===== src/rtl/cordic_pkg.sv =====
// cordic_pkg: FSM state encoding and arctangent table for the iterative
// vectoring CORDIC used by iq_phase_direction.
package cordic_pkg;

    localparam int MAX_ITER = 16;

    typedef enum logic [2:0] {
        IDLE,
        WAIT,
        LOAD,
        ITER,
        UPDATE,
        OUT
    } state_t;

    typedef logic [MAX_ITER-1:0][31:0] atan_table_t;

    // atan(2^-i) scaled so that 2^32 is one full turn
    function automatic logic [31:0] atan_full(input int i);
        logic [31:0] value;
        case (i)
            0:       value = 32'd536870912;
            1:       value = 32'd316933406;
            2:       value = 32'd167458907;
            3:       value = 32'd85004756;
            4:       value = 32'd42667331;
            5:       value = 32'd21354465;
            6:       value = 32'd10679838;
            7:       value = 32'd5340245;
            8:       value = 32'd2670163;
            9:       value = 32'd1335087;
            10:      value = 32'd667544;
            11:      value = 32'd333772;
            12:      value = 32'd166886;
            13:      value = 32'd83443;
            14:      value = 32'd41722;
            15:      value = 32'd20861;
            default: value = 32'd0;
        endcase
        return value;
    endfunction

    function automatic atan_table_t atan_table(input int ang_w);
        atan_table_t table_out;
        logic [32:0] scaled;
        table_out = '0;
        for (int i = 0; i < MAX_ITER; i++) begin
            if (ang_w >= 32) begin
                table_out[i] = atan_full(i);
            end else begin
                scaled = ({1'b0, atan_full(i)} + (33'd1 << (31 - ang_w))) >> (32 - ang_w);
                table_out[i] = scaled[31:0];
            end
        end
        return table_out;
    endfunction

endpackage


===== src/rtl/cordic_vectoring_iter.sv =====
// cordic_vectoring_iter: quadrant pre-rotation on start, then N_ITER vectoring
// iterations (one per clock) that drive y to zero while accumulating the angle.
module cordic_vectoring_iter #(
    parameter int IQ_W   = 4,
    parameter int ANG_W  = 16,
    parameter int N_ITER = 12
) (
    input  logic                   clock,
    input  logic                   reset,
    input  logic                   start,
    input  logic signed [IQ_W-1:0] sample_i,
    input  logic signed [IQ_W-1:0] sample_q,
    output logic                   done,
    output logic [ANG_W-1:0]       angle,
    output logic                   zero
);
    import cordic_pkg::*;

    localparam int XY_W  = IQ_W + 3;
    localparam int CNT_W = $clog2(MAX_ITER);
    localparam atan_table_t ATAN_TABLE = atan_table(ANG_W);
    localparam logic [CNT_W-1:0] LAST_ITER = CNT_W'(N_ITER - 1);
    localparam logic [ANG_W-1:0] HALF_TURN = {1'b1, {(ANG_W-1){1'b0}}};

    logic signed [XY_W-1:0] x;
    logic signed [XY_W-1:0] y;
    logic signed [XY_W-1:0] x_shift;
    logic signed [XY_W-1:0] y_shift;
    logic signed [XY_W-1:0] ext_i;
    logic signed [XY_W-1:0] ext_q;
    logic [CNT_W-1:0]       iter;
    logic                   busy;
    logic [ANG_W-1:0]       atan_step;

    assign ext_i     = {{3{sample_i[IQ_W-1]}}, sample_i};
    assign ext_q     = {{3{sample_q[IQ_W-1]}}, sample_q};
    assign x_shift   = x >>> iter;
    assign y_shift   = y >>> iter;
    assign atan_step = ATAN_TABLE[iter][ANG_W-1:0];
    assign done      = busy && (iter == LAST_ITER);

    // Left half-plane vectors are flipped by pi first so the iterations only
    // ever have to cover +-90 degrees; y >= 0 rotates clockwise.
    always_ff @(posedge clock) begin
        if (!reset) begin
            x     <= '0;
            y     <= '0;
            angle <= '0;
            iter  <= '0;
            busy  <= 1'b0;
            zero  <= 1'b0;
        end else if (start) begin
            if (ext_i[XY_W-1]) begin
                x     <= -ext_i;
                y     <= -ext_q;
                angle <= HALF_TURN;
            end else begin
                x     <= ext_i;
                y     <= ext_q;
                angle <= '0;
            end
            iter <= '0;
            busy <= 1'b1;
            zero <= (sample_i == '0) && (sample_q == '0);
        end else if (busy) begin
            if (!y[XY_W-1]) begin
                x     <= x + y_shift;
                y     <= y - x_shift;
                angle <= angle + atan_step;
            end else begin
                x     <= x - y_shift;
                y     <= y + x_shift;
                angle <= angle - atan_step;
            end
            if (done) begin
                busy <= 1'b0;
            end else begin
                iter <= iter + 1'b1;
            end
        end
    end

endmodule


===== src/rtl/iq_phase_direction.sv =====
// iq_phase_direction: CORDIC phase per I/Q sample and rotation direction versus
// the previous sample. Define PHASE_OUT_EN to expose o_angle and o_delta.
module iq_phase_direction #(
    parameter int IQ_W      = 4,
    parameter int ANG_W     = 16,
    parameter int N_ITER    = 12,
    parameter int DEAD_ZONE = 0
) (
    input  logic                    clock,
    input  logic                    reset,
    input  logic                    i_enable_in,
    input  logic signed [IQ_W-1:0]  i_I,
    input  logic signed [IQ_W-1:0]  i_Q,
    output logic                    o_enable_out,
    output logic                    o_dir,
    output logic                    o_overrun
`ifdef PHASE_OUT_EN
    ,
    output logic [ANG_W-1:0]        o_angle,
    output logic signed [ANG_W-1:0] o_delta
`endif
);
    import cordic_pkg::*;

    localparam logic [ANG_W:0]   DEAD_LIMIT = (ANG_W + 1)'(DEAD_ZONE);
    localparam logic [ANG_W-1:0] HALF_TURN  = {1'b1, {(ANG_W-1){1'b0}}};

    state_t                 state;
    logic signed [IQ_W-1:0] sample_i;
    logic signed [IQ_W-1:0] sample_q;
    logic [ANG_W-1:0]       angle;
    logic [ANG_W-1:0]       angle_prev;
    logic [ANG_W-1:0]       delta;
    logic [ANG_W-1:0]       delta_mag;
    logic                   primed;
    logic                   zero;
    logic                   done;
    logic                   start;
    logic                   half_turn;
    logic                   in_dead_zone;
    logic                   delta_pos;

    assign start = (state == LOAD);

    cordic_vectoring_iter #(
        .IQ_W   (IQ_W),
        .ANG_W  (ANG_W),
        .N_ITER (N_ITER)
    ) u_cordic (
        .clock    (clock),
        .reset    (reset),
        .start    (start),
        .sample_i (sample_i),
        .sample_q (sample_q),
        .done     (done),
        .angle    (angle),
        .zero     (zero)
    );

    // Modular subtraction makes a 0/2pi crossing come out as a small delta
    assign delta        = angle - angle_prev;
    assign delta_mag    = delta[ANG_W-1] ? -delta : delta;
    assign half_turn    = (delta == HALF_TURN);
    assign in_dead_zone = ({1'b0, delta_mag} <= DEAD_LIMIT);
    assign delta_pos    = !delta[ANG_W-1] && (delta != '0);

    always_ff @(posedge clock) begin
        if (!reset) begin
            state        <= IDLE;
            sample_i     <= '0;
            sample_q     <= '0;
            angle_prev   <= '0;
            primed       <= 1'b0;
            o_enable_out <= 1'b0;
            o_dir        <= 1'b0;
            o_overrun    <= 1'b0;
`ifdef PHASE_OUT_EN
            o_angle      <= '0;
            o_delta      <= '0;
`endif
        end else begin
            o_enable_out <= 1'b0;
            o_overrun    <= 1'b0;
            case (state)
                IDLE: state <= WAIT;
                WAIT: begin
                    if (i_enable_in) begin
                        sample_i <= i_I;
                        sample_q <= i_Q;
                        state    <= LOAD;
                    end
                end
                LOAD: begin
                    o_overrun <= i_enable_in;
                    state     <= ITER;
                end
                ITER: begin
                    o_overrun <= i_enable_in;
                    if (done) begin
                        state <= UPDATE;
                    end
                end
                UPDATE: begin
                    o_overrun    <= i_enable_in;
                    o_enable_out <= 1'b1;
                    // A zero vector has no phase, so it must not disturb the reference
                    if (!zero) begin
                        if (primed && !in_dead_zone && !half_turn) begin
                            o_dir <= delta_pos;
                        end
                        angle_prev <= angle;
                        primed     <= 1'b1;
                    end
`ifdef PHASE_OUT_EN
                    o_angle <= angle;
                    o_delta <= (primed && !zero) ? delta : '0;
`endif
                    state <= OUT;
                end
                OUT: begin
                    if (i_enable_in) begin
                        sample_i <= i_I;
                        sample_q <= i_Q;
                        state    <= LOAD;
                    end else begin
                        state <= WAIT;
                    end
                end
                default: state <= IDLE;
            endcase
        end
    end

endmodule

===== config.mk =====
export PLATFORM = sky130hd
export DESIGN_NAME = iq_phase_direction
export DESIGN_NICKNAME = d
export VERILOG_FILES = /design/src/rtl/cordic_pkg.sv /design/src/rtl/cordic_vectoring_iter.sv /design/src/rtl/iq_phase_direction.sv
export SDC_FILE = /design/constraint.sdc
export NUM_CORES = 1
export LEC_CHECK = 0
export ABC_AREA = 1
export CELL_PAD_IN_SITES_DETAIL_PLACEMENT = 2
export CELL_PAD_IN_SITES_GLOBAL_PLACEMENT = 2
export CORE_UTILIZATION = 36
export CTS_BUF_LIST = sky130_fd_sc_hd__clkbuf_2 sky130_fd_sc_hd__clkbuf_4 sky130_fd_sc_hd__clkbuf_8
export DETAILED_ROUTE_END_ITERATION = 8
export HOLD_SLACK_MARGIN = 0.12
export PLACE_DENSITY_LB_ADDON = 0.12
export SYNTH_ARGS = -nofsm -noshare
export SYNTH_HDL_FRONTEND = slang
export SYNTH_HIERARCHICAL = 1
export SYNTH_SLANG_ARGS = --single-unit

===== constraint.sdc =====
create_clock -name clock -period 3.01 [get_ports clock]
set_clock_uncertainty 0.05 [all_clocks]
set_input_delay 0.301 -clock clock [delete_from_list [all_inputs] [get_ports clock]]
set_output_delay 0.301 -clock clock [all_outputs]
set_load 0.05 [all_outputs]

==> results of run 1 <==
-- routing by layer --
metal  up-vias  global-route usage, %  part of all wire, %  wire, um
li1       3972                      -                    -         -
met1      4142                  34.17                   44     13850
met2       149                  44.30                   49     15530
met3        75                  3.176                  3.5      1093
met4         2                  7.421                  3.3      1047
met5         -                      0                0.041        13
-- power groups by stage --
| stage | registers (mW) | clock network (mW) | logic [mW] |
|---|---|---|---|
| final | 1.37 | 0.902 | 7.44 |
| after global routing | 1.39 | 0.955 | 8.20 |
| after CTS | 1.35 | 0.906 | 6.48 |
| after detailed placement | 1.37 | 0 | 6.30 |
| after global placement | 1.36 | 0 | 6.02 |
| after floorplan | 1.31 | 0 | 4.70 |
-- worst min-delay path, stage by stage, from the launching register on --
cell     delay, ns
dfxtp_1       0.33
inv_1         0.06
a21oi_1       0.05
-- placed cells by master (no fill, tap or decap), types with 8 or more instances in the layout --
master / count
nor2_4: 14
buf_4: 65
xor2_1: 16
ha_1: 44
a21oi_1: 96
nor2_2: 13
nand4_1: 17
nand3_2: 12
nor3_1: 9
o21ai_1: 17
nand2_4: 10
o21ai_0: 48
inv_1: 161
dfxtp_1: 74
clkdlybuf4s50_1: 13
or2_2: 8
nor2_1: 69
clkbuf_8: 9
o21ai_2: 8
nand2_1: 298
nand3_1: 109
nand2_2: 42
inv_2: 10
-- cell usage after synthesis, types with 3 or more instances --
cell	number	area (um^2)
nand2_1	320	1201
inv_1	165	619.3
nand3_1	116	580.6
a21oi_1	103	515.5
nor2_1	82	307.8
dfxtp_1	81	1622
o21ai_0	59	295.3
ha_1	56	700.7
nand2_2	24	150.1
nand4_1	17	106.4
xor2_1	16	140.1
clkbuf_1	12	45.04
nor3_1	10	50.05
o21ai_1	9	45.04
or2_2	9	56.30
nand3_2	8	80.08
nor2_2	8	50.05
buf_2	7	35.03
inv_2	7	26.28
nand2_4	6	67.56
nor2_4	6	67.56
xnor2_1	6	52.55
o21ai_2	5	43.79
a31oi_1	4	25.02
fa_1	4	80.08
buf_6	3	33.78
nand3b_1	3	22.52
o22ai_1	3	18.77
-- through the flow --
| stage | setup slack (ns) | cells | total power [mW] | setup TNS (ns) |
|---|---|---|---|---|
| final | -0.1226 | 1527 | 9.711 | -0.2440 |
| after CTS | 0.01332 | 1505 | 8.737 | 0 |
| after global placement | 0.02950 | 1485 | 7.379 | 0 |
| after detailed placement | -0.1826 | 1485 | 7.675 | -0.2354 |
| after global routing | -0.3049 | 1527 | 10.54 | -1.663 |
| after floorplan | 0.3492 | 1187 | 6.013 | 0 |
-- final timing paths --
| path | start | to | slack [ns] | cells after the start |
|---|---|---|---|---|
| min | angle_prev[15] | angle_prev[15] | 0.43 | 2 |
| max | u_cordic/y[5] | u_cordic/x[5] | -0.12 | 20 |
| min reg2reg | angle_prev[15] | angle_prev[15] | 0.43 | 2 |
| max reg2reg | u_cordic/y[5] | u_cordic/x[5] | -0.12 | 20 |
-- repair_timing --
item,in CTS,in global routing
gates resized for setup,17,105
pin swaps,9,43
gates cloned,0,0
buffers inserted,4,22
setup endpoints to repair,7,13
-- cell type report --
| cell class | instances | area (um^2) | area share (%) |
|---|---|---|---|
| timing repair buffer | 81 | 655.6 | 7.440 |
| inverter | 177 | 674.4 | 7.653 |
| sequential | 81 | 1635 | 18.56 |
| tap | 270 | 337.8 | 3.834 |
| clock inverter | 7 | 77.57 | 0.8803 |
| multi-input combinational | 902 | 5308 | 60.23 |
| clock buffer | 9 | 123.9 | 1.406 |
-- cells by family (layout without fill, tap and decap cells) --
logic type,after synthesis,count (layout),synth area share [%]
and+or+nand+nor,615,615,38.11
buffers and inverters,204,274,11.14
AOI/OAI and AO/OA,203,203,15.27
DFF,81,81,21.94
adders and majority gates,60,60,10.57
xor gates and xnor gates,23,23,2.828
muxes,1,1,0.1355
-- state kept, by name, summed over array words and instances (netlist names) --
signal / flops
angle_prev: 16
u_cordic/angle: 16
u_cordic/atan_step: 14
u_cordic/x: 7
u_cordic/y: 7
sample_i: 4
sample_q: 4
u_cordic/iter: 4
state: 3
o_dir: 1
o_enable_out: 1
o_overrun: 1
primed: 1
u_cordic/busy: 1
u_cordic/zero: 1
==> flow_metrics.tcl, run 1 <==
set metrics [dict create \
    p_sw_mw 5.461 \
    finish.instance_area_um2 8812 \
    power_frac_comb_pct 76.6 \
    grt_pass1_vias 8343 \
    grt.overflow.total 0 \
    hp-class "reg2reg" \
    n_fill_cell 2464 \
    slew_headroom_pct 49.50 \
    hold_viol 0 \
    vias_per_cell 5.462 \
    worst_slew_pin_slew_ns 0.7546 \
    placed_cell_area_um2 8024 \
    power.density_nw_per_um2 1102 \
    tritoncts "built" \
    routed_wl_um 31530 \
    cts-root-buf "clkbuf_8" \
    ys.warnings.count 6 \
    synth_seq_cells 81 \
    place.gp.congestion 0.8326 \
    cts_max_level 3 \
    crit_chain "nand2_1, nand2_1, nand2_1, nand2_1, nand2_2, nand3_4, inv_2, ha_2, buf_4, nor2_4, mux2i_1, ha_1, a21oi_1, nand2_1, nand2_1, nand2_2, a21oi_2, or2_4, nand3_1, a21oi_1" \
    synth_edf_count 0 \
    drtAntennaViolNets 0 \
    violations "negative setup slack" \
    clockPowerShare_pct 9.3 \
    status "finished, violations left" \
    timing.critical_path.required_ns 3.29 \
    netlist_instances 1187 \
    grtUsageTotal_pct 25.96 \
    grt_pass1_wl_um 43650 \
    synthDistinctLibCells 56 \
    synthArstFlopShare_pct 0 \
    initial_core_util_pct 36.64 \
    path_max_fanout 4 \
    core_area_um2 20170 \
    irDropWorstVdd_mv 0.3627 \
    slew_violations 0 \
    layout.nets 1323 \
    drt_iter0_drc 333 \
    fp.dieArea_um2 21100 \
    crit_slowest_cell "dfxtp_1" \
    timing.final.ws_setup_ns -0.1226 \
    syn-cell-area_um2 7390 \
    crit_path_end_kind "flip-flop" \
    wire_per_inst_um 20.65 \
    start_kind "flip-flop" \
    ys.flop_type "dfxtp_1" \
    insertion_delay_ns 0.39 \
    rsz0062_at_grt "yes" \
    cp_common_cell "nand2_1" \
    power.internal_mw 4.250 \
    crit_family "simple AND/OR/NAND/NOR gates" \
    dp_hpwl_um 21400 \
    ctsHoldBuffers 0 \
    layout_min_cycle_time_ns 3.133 \
    p_seq_share_pct 14.1 \
    p_leak_nw 4.369 \
    cts_num_sinks 81 \
    cts_made_buffers 9 \
    path_class "reg2reg" \
    avgSynthCellArea_um2 6.225 \
    num_vias 8340 \
    drc 0 \
    antenna_cells 0 \
    yosysSeqAreaShare_pct 21.94 \
    setup_viol 3 \
    port_buffers 13 \
    cpPeakStageDelay_ns 0.54 \
    dieHeight_um 145.3 \
    timing.fmax_mhz 319.2 \
    path_buf_inv 2 \
    io_pins 14 \
    swShare_pct 56.23 \
    fin_util_pct 43.69 \
    grt_max_degree 35 \
    drive_gt1_share_pct 20.05 \
    dr.pass1.iters 4 \
    grt_antenna_before_repair 1 \
    die_w_um 145.3 \
    cp.arrival_ns 3.42 \
    synth_fp_nets 1258 \
    timing.hold.ws_ns 0.4297 \
    drv_cap 0 \
    finalCritPeriodShare_pct 104.1 \
    row_count 52 \
    synthToLayoutAreaGrowth_pct 19.25 \
    clk_pin_slew_ns 0.11 \
    clock_path_buffers 2 \
]
Note: power is estimated with default switching activity, not from simulation.
==> run 2: changes to the inputs <==
--- a/config.mk
+++ b/config.mk
@@ -17,3 +17,4 @@
 export SYNTH_HDL_FRONTEND = slang
 export SYNTH_HIERARCHICAL = 1
 export SYNTH_SLANG_ARGS = --single-unit
+export TNS_END_PERCENT = 10
==> run 2 against run 1 <==
Compared with the run above: the run still ends with negative setup slack left; global-route usage decreased by 0.068 points; setup slack improved by 0.026 ns; via count is 2.9% lower; utilization fell by 1.2 points; sequential power hardly changed; flip-flop and latch count stayed put.
==> flow_metrics.tcl, run 2 (synthesis gave the netlist of run 1 again) <==
set metrics [dict create \
    path_max_fanout 6 \
    port_buffers 13 \
    io_pins 14 \
    cts_made_buffers 9 \
    drc 0 \
    slew_violations 0 \
    drv_cap 0 \
    cts_num_sinks 81 \
    grt_antenna_before_repair 0 \
    num_vias 8101 \
    status "finished, violations left" \
    synthToLayoutAreaGrowth_pct 15.90 \
    antenna_cells 0 \
    start_kind "flip-flop" \
    setup_viol 1 \
    layout_min_cycle_time_ns 3.107 \
    path_class "reg2reg" \
    grt_pass1_vias 8328 \
    timing.hold.ws_ns 0.4225 \
    stdcell_count 1509 \
    grt.overflow.total 0 \
    dp_hpwl_um 21400 \
    final_common_cell "nand2_1" \
    timing.critical_path.required_ns 3.28 \
    hp-class "reg2reg" \
    vias_per_cell 5.368 \
    dieHeight_um 145.3 \
    hold_viol 0 \
    timing.final.ws_setup_ns -0.09710 \
    core_area_um2 20170 \
    power_mw 9.107 \
    timing.fmax_mhz 321.8 \
    dr.pass1.iters 5 \
    initial_core_util_pct 36.64 \
    drt_iter0_drc 357 \
    cp.arrival_ns 3.38 \
    tritoncts "built" \
    irDropWorstVdd_mv 0.3530 \
    finalCritPeriodShare_pct 103.2 \
    rsz0062_at_grt "yes" \
    drive_gt1_share_pct 17.43 \
    clk_pin_slew_ns 0.10 \
    dp_cells 1485 \
    drtAntennaViolNets 0 \
    slew_headroom_pct 53.42 \
    layout.nets 1305 \
    worst_slew_pin_slew_ns 0.6961 \
    die_w_um 145.3 \
    wire_per_inst_um 19.29 \
    grt_pass1_wl_um 43520 \
    row_count 52 \
    crit_path_end_kind "flip-flop" \
    place.gp.congestion 0.8326 \
    cts_max_level 3 \
    n_fill_cell 2513 \
    insertion_delay_ns 0.38 \
    grtUsageTotal_pct 25.89 \
    clock_path_buffers 2 \
    routed_wl_um 29100 \
    grt_max_degree 35 \
    power.density_nw_per_um2 1063 \
    p_leak_nw 4.277 \
    tns_ns -0.09710 \
    layout_common_cells "301 x nand2_1, 161 x inv_1, 112 x nand3_1, 96 x a21oi_1, 75 x dfxtp_1" \
    violations "negative setup slack" \
    fp.dieArea_um2 21100 \
    cts-root-buf "clkbuf_8" \
]
[run 2: changes by cell type in the layout (fill, tap and decap cells not counted), moves of 4 or more]
cell and delta:
buf_4 -18, nor2_1 +4, nor2_4 -4, ha_1 +5
[run 2: worst max-delay path: stages (launching register included)]
cell and delay, ns:
dfxtp_4 0.39, buf_8 0.14, buf_6 0.12, nand2_4 0.05
nand2_2 0.07, nor2_1 0.05, nor3_2 0.21, nor2_2 0.08
ha_2 0.20, nor2_1 0.13, mux2i_1 0.22, ha_1 0.31
a21oi_1 0.23, nand2_1 0.14, nand2_1 0.10, nand2_1 0.07
a21oi_2 0.13, or2_2 0.12, nand3_1 0.07, a21oi_1 0.15
[run 2: per-stage QoR]
| stage | util [%] | area [um^2] | setup WS (ns) |
|---|---|---|---|
| floorplan | - | 7390 | 0.3492 |
| global placement | 39.78 | 8024 | 0.02950 |
| detailed placement | 39.78 | 8024 | -0.1826 |
| CTS | 41.05 | 8280 | -0.01514 |
| global route | 42.46 | 8564 | -0.2706 |
| finish | 42.46 | 8564 | -0.09710 |
[run 2: layout make-up]
class	instances	area, um^2	share of cell area, %
Multi-Input combinational cell	902	5196	60.67
Inverter	177	674.4	7.874
Clock buffer	9	123.9	1.446
Sequential cell	81	1634	19.08
Clock inverter	7	77.57	0.9058
Timing Repair Buffer	63	520.5	6.077
Tap cell	270	337.8	3.944
[run 2: path summary, 6_finish.rpt]
path                          from             end  slack (ns)  cells after the start
setup / recovery  u_cordic/iter[0]   u_cordic/x[5]        -0.1                     19
hold / removal      angle_prev[10]  angle_prev[10]        0.42                      2
setup reg to reg  u_cordic/iter[0]   u_cordic/x[5]        -0.1                     19
hold reg to reg     angle_prev[10]  angle_prev[10]        0.42                      2
[run 2: per-layer routing]
| metal | vias up | GRT usage (%) | part of all wire [%] |
|---|---|---|---|
| li1 | 3932 | - | - |
| met1 | 4019 | 34.07 | 46 |
| met2 | 106 | 44.18 | 48 |
| met3 | 44 | 3.176 | 2.8 |
| met4 | 0 | 7.421 | 2.3 |
| met5 | - | 0 | 0 |
[run 2: repair_timing]
action | 4_1_cts | 5_1_grt
endpoints found under the setup margin | 7 | 13
setup buffers | 2 | 6
hold buffers | 0 | 0
pin swaps | 6 | 23
resized for setup | 16 | 76
[run 2: report_power, final]
group	switching, mW	internal (mW)
Combinational	4.48	2.38
Sequential	0.163	1.20
Clock	0.488	0.393
Total	5.13	3.98
==> run 3: changes to the inputs <==
--- a/config.mk
+++ b/config.mk
@@ -8,6 +8,7 @@
 export ABC_AREA = 1
 export CELL_PAD_IN_SITES_DETAIL_PLACEMENT = 2
 export CELL_PAD_IN_SITES_GLOBAL_PLACEMENT = 2
+export CORE_MARGIN = 3
 export CORE_UTILIZATION = 36
 export CTS_BUF_LIST = sky130_fd_sc_hd__clkbuf_2 sky130_fd_sc_hd__clkbuf_4 sky130_fd_sc_hd__clkbuf_8
 export DETAILED_ROUTE_END_ITERATION = 8
==> run 3 against run 2 <==
Compared with the run above: the run still ends with negative setup slack left; via count up 1.6%; worst hold slack got worse by 0.0039 ns; maximum frequency grew 2.1%; wire length up 4.7%; combinational power grew 8.5%; largest cell class unchanged; largest power group unchanged.
==> flow_metrics.tcl, run 3 (synthesis gave the netlist of run 1 again) <==
set metrics [dict create \
    status "finished, violations left" \
    violations "negative setup slack" \
    timing.fmax_mhz 328.7 \
    gr-usage-met2_pct 46.03 \
    grt_antenna_before_repair 0 \
    cp.arrival_ns 3.32 \
    r2r-end "u_cordic/y[6]" \
    path_max_fanout 4 \
    layout_min_cycle_time_ns 3.043 \
    start_kind "flip-flop" \
    place.gp.congestion 0.8462 \
    crit_chain "inv_1, nand2_1, nand3_1, and2_1, o21ai_1, nor2_2, buf_4, nand3_1, nand2_1, nand2_1, nand2_1, ha_1, nand2_1, inv_1, nand4_1, nand3_1, nand2_1, nand2_1, inv_1, nand2_1, nand3_1, a21oi_1" \
    initial_core_util_pct 37.36 \
    crit_path_end_kind "flip-flop" \
    crit_slowest_cell "dfxtp_1" \
    vias_per_cell 5.429 \
    grt_util_met3_pct 2.917 \
    antenna_cells 0 \
    drt_iter0_drc 268 \
    drtAntennaViolNets 0 \
    reg2reg_depth 22 \
    cpPeakStageDelay_ns 0.46 \
    cts_max_level 3 \
    grt.overflow.total 0 \
    power.density_nw_per_um2 1115 \
    dieHeight_um 149.3 \
    p_leak_nw 4.320 \
    dr.pass1.iters 4 \
    rrSetupSlack_ns -0.03 \
    grtUsageTotal_pct 24.94 \
    cts_num_sinks 81 \
    layout.nets 1318 \
    dp_hpwl_um 21560 \
    grt_max_degree 35 \
    worst_slew_pin_slew_ns 0.6683 \
    cp_common_cell "nand2_1" \
    setup_viol 2 \
    wire_per_inst_um 20.10 \
    cts-root-buf "clkbuf_8" \
    cts_made_buffers 9 \
    worstHoldEndpoint "angle_prev[15]" \
    routed_wl_um 30470 \
    grt_pass1_wl_um 44850 \
    core_area_um2 19780 \
    min_path_cells 2 \
    io_pins 14 \
    finalCritPeriodShare_pct 101.1 \
    rsz0062_at_grt "yes" \
    slew_violations 0 \
    tritoncts "built" \
    finish.instance_area_um2 8765 \
    grt_pass1_vias 8751 \
    num_vias 8231 \
    busiest_layer "met2" \
    insertion_delay_ns 0.41 \
    timing.hold.ws_ns 0.4185 \
    clk_pin_slew_ns 0.11 \
    timing.critical_path.required_ns 3.29 \
    timing.final.ws_setup_ns -0.03250 \
    placed_cell_area_um2 8060 \
    drive_gt1_share_pct 20.22 \
    hold_viol 0 \
    fp.dieArea_um2 22280 \
    hp-class "reg2reg" \
    row_count 51 \
    synthToLayoutAreaGrowth_pct 18.61 \
    die_w_um 149.3 \
    final_common_cell "nand2_1" \
    worstHoldStart "angle_prev[15]" \
    met1_usage_pct 29.49 \
    port_buffers 13 \
    clock_path_buffers 2 \
    path_class "reg2reg" \
    slew_headroom_pct 55.28 \
    drv_cap 0 \
    worstReg2RegStart "u_cordic/x[4]" \
    layout_common_cells "305 x nand2_1, 160 x inv_1, 105 x nand3_1, 96 x a21oi_1, 73 x dfxtp_1" \
    irDropWorstVdd_mv 0.5370 \
    drc 0 \
]
==> run 3: cell types whose count changed in the layout (fill, tap and decap cells not counted), sizes merged <==
| cell | before | now |
|---|---|---|
| clkinv | 5 | 4 |
| clkinvlp | 1 | 3 |
| bufinv | 1 | 2 |
| inv | 177 | 174 |
| buf | 50 | 63 |
==> run 3: repair_timing <==
| action | CTS | global route |
|---|---|---|
| hold buffers | 0 | 0 |
| endpoints found under the setup margin | 5 | 16 |
| setup buffers | 0 | 17 |
| resized for setup | 8 | 105 |
| pin swaps | 0 | 36 |
==> run 3: power breakdown <==
| part | switching (mW) | internal [mW] |
|---|---|---|
| sequential | 0.152 | 1.20 |
| clock | 0.507 | 0.467 |
| combinational | 4.88 | 2.56 |
==> run 3: worst max path at each step <==
stage	startpoint	endpoint	slack, ns	cells past startpoint
after global routing	u_cordic/x[4]	u_cordic/y[6]	-0.30	22
after detailed placement	u_cordic/angle[0]	o_dir	-0.09	23
after CTS	u_cordic/angle[0]	o_dir	-0.04	19
after floorplan	u_cordic/iter[3]	u_cordic/y[5]	0.35	18
final	u_cordic/x[4]	u_cordic/y[6]	-0.03	22
after global placement	u_cordic/angle[0]	o_dir	0.009	21
==> run 3: through the flow <==
stage	setup WS [ns]	cells	setup TNS [ns]	total power, mW	util (%)
floorplan	0.3492	1187	0	6.013	-
global placement	0.008571	1484	0	7.438	40.75
detailed placement	-0.08728	1484	-0.1050	7.775	40.75
CTS	-0.04151	1499	-0.04151	8.853	41.90
global route	-0.3022	1516	-1.867	10.70	44.31
finish	-0.03250	1516	-0.05677	9.768	44.31
==> run 3: layout make-up <==
type                       count  area (um^2)
multi-input combinational    902         5273
clock inverter                 6        92.59
tap                          265        331.6
sequential                    81         1634
clock buffer                   9        123.9
inverter                     177        683.2
fill                        2443        11020
timing repair buffer          76        626.9
==> run 3: per-layer routing <==
metal	share of wire, %	wire (um)
met4	3.9	1185
met3	1.9	580
met5	0	0
met1	44	13270
met2	51	15440
==> run 3: worst max-delay path, delay by kind of cell (launching register included) <==
family	cells	cell delay [ns]
AOI/OAI and AO/OA	2	0.36
buffers and inverters	4	0.35
DFF	1	0.46
and+or+nand+nor	15	1.40
adders and majority gates	1	0.35
